$ cat src/rtl/decode_stage_v2.sv
// Second-generation decode stage: field decode, register read, registered ID/EX
// boundary with valid/ready, load-use interlock, multiplier scoreboard and flush.
module decode_stage_v2 #(
    parameter int XLEN     = 32,
    parameter int REG_ADDR = 5,
    parameter int MUL_LAT  = 5,
    parameter int IMM_BITS = 21
) (
    input  logic                clk,
    input  logic                reset,
    input  logic                in_valid,
    output logic                in_ready,
    input  logic [XLEN-1:0]     pc,
    input  logic [31:0]         instruction,
    input  logic                flush,
    output logic [REG_ADDR-1:0] src_reg1,
    output logic [REG_ADDR-1:0] src_reg2,
    input  logic [XLEN-1:0]     rin_reg1,
    input  logic [XLEN-1:0]     rin_reg2,
    output logic                out_valid,
    input  logic                out_ready,
    output logic [XLEN-1:0]     out_pc,
    output logic [XLEN-1:0]     rout_reg1,
    output logic [XLEN-1:0]     rout_reg2,
    output logic [REG_ADDR-1:0] out_addr_reg1,
    output logic [REG_ADDR-1:0] out_addr_reg2,
    output logic [REG_ADDR-1:0] dest_reg,
    output logic [XLEN-1:0]     mimmediat,
    output logic [5:0]          op_code,
    output logic [5:0]          funct_code,
    output logic                regwrite,
    output logic                memtoreg,
    output logic                memread,
    output logic                memwrite,
    output logic                byteword,
    output logic                branch,
    output logic                alusrc,
    output logic                is_mult,
    output logic [XLEN-1:0]     jump_addr,
    output logic                is_jump
);
    localparam logic [5:0] OP_RTYPE = 6'h00;
    localparam logic [5:0] OP_JUMP  = 6'h02;
    localparam logic [5:0] OP_BEQ   = 6'h04;
    localparam logic [5:0] OP_LDB   = 6'h20;
    localparam logic [5:0] OP_LDW   = 6'h23;
    localparam logic [5:0] OP_STB   = 6'h28;
    localparam logic [5:0] OP_STW   = 6'h2B;
    localparam logic [5:0] FN_MUL   = 6'h18;

    localparam int NREG = 2 ** REG_ADDR;
    localparam int CW   = $clog2(MUL_LAT + 1);
    localparam logic [CW-1:0] MUL_LAT_C = CW'(MUL_LAT);

    typedef struct packed {
        logic [XLEN-1:0]     pc;
        logic [XLEN-1:0]     r1;
        logic [XLEN-1:0]     r2;
        logic [XLEN-1:0]     imm;
        logic [REG_ADDR-1:0] a1;
        logic [REG_ADDR-1:0] a2;
        logic [REG_ADDR-1:0] dest;
        logic [5:0]          op;
        logic [5:0]          fn;
        logic                regwrite;
        logic                memtoreg;
        logic                memread;
        logic                memwrite;
        logic                byteword;
        logic                branch;
        logic                alusrc;
        logic                is_mult;
    } idex_t;

    idex_t         idex, nxt;
    logic [CW-1:0] cnt [NREG];

    logic [5:0] op;
    logic       is_rtype, is_load, is_store, is_beq;
    logic       uses1, uses2, wr, src1_live, src2_live;
    logic       load_use, mul_raw, mul_waw, hazard, adv, accept;

    assign op       = instruction[31:26];
    assign is_rtype = (op == OP_RTYPE);
    assign is_load  = (op == OP_LDB) || (op == OP_LDW);
    assign is_store = (op == OP_STB) || (op == OP_STW);
    assign is_beq   = (op == OP_BEQ);

    assign src_reg1 = instruction[25:21];
    assign src_reg2 = instruction[20:16];

    always_comb begin
        // NOTE: assigning the whole struct first means no field is left unassigned on any path, so no latch.
        nxt          = '0;
        nxt.pc       = pc;
        nxt.r1       = rin_reg1;
        nxt.r2       = rin_reg2;
        nxt.imm      = {{(XLEN-IMM_BITS){instruction[IMM_BITS-1]}}, instruction[IMM_BITS-1:0]};
        nxt.a1       = src_reg1;
        nxt.a2       = src_reg2;
        nxt.dest     = (is_load || is_store) ? instruction[20:16] : instruction[15:11];
        nxt.op       = op;
        nxt.fn       = instruction[5:0];
        nxt.regwrite = is_rtype || is_load;
        nxt.memtoreg = is_load;
        nxt.memread  = is_load;
        nxt.memwrite = is_store;
        nxt.byteword = (op == OP_LDW) || (op == OP_STW);
        nxt.branch   = is_beq;
        nxt.alusrc   = is_load || is_store;
        nxt.is_mult  = is_rtype && (instruction[5:0] == FN_MUL);
    end

    assign uses1     = is_rtype || is_load || is_store || is_beq;
    assign uses2     = is_rtype || is_store || is_beq;
    assign wr        = nxt.regwrite && (nxt.dest != '0);
    assign src1_live = uses1 && (src_reg1 != '0);
    assign src2_live = uses2 && (src_reg2 != '0);

    // Only the instruction currently in ID/EX can be a load whose data is not yet ready.
    assign load_use = out_valid && idex.memread &&
                      ((src1_live && (idex.dest == src_reg1)) ||
                       (src2_live && (idex.dest == src_reg2)));
    assign mul_raw  = (src1_live && (cnt[src_reg1] != '0)) ||
                      (src2_live && (cnt[src_reg2] != '0));
    assign mul_waw  = wr && (cnt[nxt.dest] != '0);
    assign hazard   = load_use || mul_raw || mul_waw;

    assign adv      = !out_valid || out_ready;
    assign in_ready = flush || (adv && !hazard);
    assign accept   = in_valid && adv && !hazard && !flush;

    assign jump_addr = (pc & {4'hF, {(XLEN-4){1'b0}}}) | XLEN'({instruction[25:0], 2'b00});
    assign is_jump   = in_valid && in_ready && (op == OP_JUMP) && !flush;

    // NOTE: sequential state uses non-blocking assignments so every register samples pre-edge values.
    always_ff @(posedge clk or negedge reset) begin
        if (!reset) begin
            out_valid <= 1'b0;
            idex      <= '0;
        end else if (flush) begin
            out_valid <= 1'b0;
        end else if (adv) begin
            out_valid <= accept;
            if (accept) idex <= nxt;
        end
    end

    // Counters run freely; a newly accepted MUL reloads its destination over the decrement.
    always_ff @(posedge clk or negedge reset) begin
        if (!reset) begin
            // NOTE: the counter array must be reset because stale counts would stall decode after reset.
            for (int i = 0; i < NREG; i++) cnt[i] <= '0;
        end else begin
            for (int i = 0; i < NREG; i++) begin
                if (accept && nxt.is_mult && (nxt.dest != '0) && (nxt.dest == REG_ADDR'(i)))
                    cnt[i] <= MUL_LAT_C;
                else if (cnt[i] != '0)
                    cnt[i] <= cnt[i] - CW'(1);
            end
        end
    end

    assign out_pc        = idex.pc;
    assign rout_reg1     = idex.r1;
    assign rout_reg2     = idex.r2;
    assign out_addr_reg1 = idex.a1;
    assign out_addr_reg2 = idex.a2;
    assign dest_reg      = idex.dest;
    assign mimmediat     = idex.imm;
    assign op_code       = idex.op;
    assign funct_code    = idex.fn;
    assign regwrite      = idex.regwrite;
    assign memtoreg      = idex.memtoreg;
    assign memread       = idex.memread;
    assign memwrite      = idex.memwrite;
    assign byteword      = idex.byteword;
    assign branch        = idex.branch;
    assign alusrc        = idex.alusrc;
    assign is_mult       = idex.is_mult;
endmodule

$ cat config.mk
export PLATFORM = sky130hd
export DESIGN_NAME = decode_stage_v2
export DESIGN_NICKNAME = d
export VERILOG_FILES = /design/src/rtl/decode_stage_v2.sv
export SDC_FILE = /design/constraint.sdc
export NUM_CORES = 1
export LEC_CHECK = 0
export CAP_MARGIN = 0
export CORE_MARGIN = 4
export CORE_UTILIZATION = 25
export CTS_CLUSTER_DIAMETER = 150
export DETAILED_ROUTE_END_ITERATION = 8
export DONT_BUFFER_PORTS = 1
export PLACE_DENSITY = 0.42
export SYNTH_ARGS = -nofsm -noshare
export SYNTH_HDL_FRONTEND = slang
export SYNTH_SLANG_ARGS = --single-unit
$ cat constraint.sdc
create_clock -name clk -period 5.7 [get_ports clk]
set_clock_uncertainty 0.05 [all_clocks]
set_input_delay 1.71 -clock clk [delete_from_list [all_inputs] [get_ports clk]]
set_output_delay 1.71 -clock clk [all_outputs]
set_load 0.05 [all_outputs]
==> impl_metrics.csv <==
group,metric,value,unit
placement,placed_area,0.0144,sq mm
placement,port-buffer-count,0,
sta,setup_violations,1,
sta,slew_headroom,30.5,%
hold_path,whs_path_depth,2,
floorplanning,io_pins,341,
floorplanning,rows,85,
cts,max-clock-path-buffers,3,
yosys,synthAdderAreaFrac,5.82,%
floorplanning,fp.dieW,243,um
setup_path,rr_endpoint,"is_mult$_DFFE_PN0P_",
floorplanning,die_area,0.0588,sq mm
yosys,synth_top_cells_by_count,"237 x dfrtp_1, 114 x mux2_2, 103 x nor2_1, 72 x buf_4, 72 x inv_1",
sta,fin_crit,5.71,ns
global_route,grt_pass1_wl,69.6,mm
setup_path,critPathKind,"in2out",
yosys,yosys_warnings,0,
route,via_per_inst,5.10,
cells_and_area,fillCellCount,5635,
yosys,synth_top_family_by_area,"multiplexers",
setup_path,cp_slowest_stage_delay,0.45,ns
yosys,synth-compound-area-share,13.3,%
outcome,status,"finished with violations",
yosys,synth.most_common_cell,"dfrtp_1",
hold_path,hold_class,"reg2reg",
sta,setup_slack,-0.0128,ns
sta,max_slew.worst_pin.slew,1.04,ns
global_route,grt_pass1_vias,10700,
route,drt_iter0_drc,788,
setup_path,endpoint_kind,"primary output",
floorplanning,start_util,25.4,%
setup_path,worstPathCellList,"or3b_4 -> buf_6 -> or3_4 -> a21o_1 -> a41o_1 -> nand4_1 -> a41oi_2 -> a21o_4 -> nor2_4 -> buf_12",
route,drt.antenna.violating_nets,0,
route,vias,10300,
outcome,violations,"negative setup slack",
setup_path,r2r_start,"cnt[48]$_DFFE_PN0P_",
cts,numCtsBuffers,29,
pwr,p_per_area,551,mW/mm^2
global_route,gr-total-overflow,0,
hold_path,hold_path_startpoint,"cnt[20]$_DFFE_PN0P_",
setup_path,r2r_slack,1.99,ns
cells_and_area,top_register,"cnt",
yosys,netlist_top_cells_area,"dfrtp_1 43%, mux2_2 9.3%, ha_1 5.8%",
yosys,ys_types,71,
yosys,synthSimpleGateAreaFrac,11.9,%
yosys,synth-seq-cells,237,
cells_and_area,largest_register_ffs,96,
yosys,synth_xor_area_share,2.80,%
global_route,groute.usage.overall,15.2,%
route,avgRoutedWirePerCell,23.1,um
placement,routabilityCongestion,0.913,
global_route,grt_max_degree,238,
sta,fmax,0.175,GHz
floorplanning,coreArea,0.0541,sq mm
run,cap_violations,0,
cts,clkSinkCount,237,
setup_path,cp.required,3.94,ns
sta,hold_viol,0,
yosys,synth.cell_area,0.0138,sq mm
cts,clk-insertion-delay-late,0.59,ns
setup_path,critPathMaxFanout,8,
hold_path,worstHoldEndpoint,"cnt[20]$_DFFE_PN0P_",
yosys,ys_seq_area_share,43.1,%
floorplanning,fp.dieH,243,um
pwr,ir_drop,0.000224,V
cells_and_area,syn_to_final_growth,12.8,%
pwr,p_total,8.55,mW
route,drt_wl_total,46.3,mm
setup_path,start_kind,"primary input",
yosys,synth_edf_count,0,
pwr,p_leak,6.43,nW
route,post-route-drc-count,0,
yosys,yosys.area.top_type_share,43.1,%
yosys,async_reset_ff_share,100,%
setup_path,arrival,3.95,ns
cts,cts_htree_levels,1,
sta,rsz0062_at_grt,"true",
cts,cts_tree,"yes",
cells_and_area,fin_area,0.0155,sq mm
global_route,antenna_found_initial,2,
yosys,post-synth-top-area-cell,"dfrtp_1",
yosys,syn_avg_cell_area,10.4,sq um
cells_and_area,antenna_cells,0,
cells_and_area,fin_nets,1492,
yosys,synth_ff_type,"dfrtp_1",
sta,post-route-period-util,100,%
yosys,syn_inst,1322,
setup_path,r2r_cells,10,
route,firstDrtPassIters,5,
cts,clk_pin_slew,0.06,ns
placement,dp_hpwl,33.8,mm
sta,finalMaxSlewViolations,0,
yosys,synthMuxAreaShare,15.2,%
setup_path,crit_path_top_delay_cell,"or3b_4",
cells_and_area,layout-drive-gt1-share,21.7,%
cts,cts_root_buffer,"clkbuf_16",
[repair_timing]
item / 4_1_cts / 5_1_grt
pin swaps: 3 / 7
endpoints found under the setup margin: 2 / 2
setup buffers: 2 / 0
hold buffers: 0 / 0
gates resized for setup: 10 / 15
[placed cells by master, fill, tap and decap left out, types with 6 or more instances in the layout]
cell and instances:
dfrtp_1 236, mux2_2 113, nor2_1 101, inv_1 72, ha_1 64, buf_4 60
a21oi_1 55, nand2_1 48, nor3_1 48, o21ai_0 47, xnor2_1 36, nor2b_1 35
mux2i_1 34, mux2_1 29, clkbuf_16 29, a21o_1 24, a31oi_1 21, nor4_1 17
nand3_1 15, o31ai_1 15, nand2b_1 14, a211oi_1 13, nand4_1 11, a2111oi_0 9
o21a_1 9, a22oi_1 8, a31o_2 8, xor2_1 7, o211ai_1 7, o41ai_2 7
or2_2 6, mux4_2 6, clkbuf_8 6
[layer usage]
layer  GRT usage, %  routed length (um)
met5              0                   0
met4           4.74                1290
met3           4.55                3810
met2           24.4               21000
met1           19.9               20300
[critical path, delay by kind of cell]
kind | cells | cell delay (ns)
AOI/OAI and AO/OA | 4 | 0.88
and+or+nand+nor | 4 | 1.06
buffers and inverters | 2 | 0.30
[through the flow]
stage / TNS (ns) / std cells / hold WS (ns) / setup WS (ns) / utilization [%]
floorplan: -0.195 / 1323 / 0.481 / -0.195 / -
global placement: -0.399 / 1959 / 0.520 / -0.213 / 26.7
detailed placement: -0.445 / 1959 / 0.520 / -0.239 / 26.7
CTS: 0 / 2010 / 0.535 / 0.000178 / 28.5
global route: -0.145 / 2010 / 0.577 / -0.0781 / 28.7
finish: -0.0128 / 2010 / 0.536 / -0.0128 / 28.7
[power by group]
| group | switching, mW | internal, mW | leakage, nW |
|---|---|---|---|
| logic | 1.40 | 1.30 | 3.16 |
| registers | 1.70 | 2.28 | 2.81 |
| clock network | 0.772 | 1.10 | 0.468 |
| total | 3.87 | 4.68 | 6.43 |
[layout make-up]
type | instances | area (sq um) | share of cell area [%]
flip-flops and latches | 237 | 5930 | 38.2
clock buffers | 39 | 823 | 5.30
clock inverters | 11 | 133 | 0.854
well taps | 696 | 871 | 5.61
multi-input cells | 887 | 6920 | 44.6
repair buffers | 67 | 572 | 3.68
inverters | 73 | 274 | 1.77
[worst max-delay path by stage]
stage                          from  endpoint  slack (ns)  depth (start not counted)
floorplan           instruction[30]   is_jump       -0.19                         11
global placement    instruction[28]   is_jump       -0.21                         11
detailed placement  instruction[28]   is_jump       -0.24                         10
CTS                 instruction[30]   is_jump      0.0002                         10
global route        instruction[28]  in_ready       -0.08                         11
finish              instruction[28]   is_jump       -0.01                         10
[cells by family after synthesis]
family | Yosys count
mux | 184
buf+inv | 199
xor+xnor | 44
compound gates | 267
flops | 237
fa+ha+maj | 64
simple gates | 326
other cells | 1
Note: power is estimated with default switching activity, not from simulation.
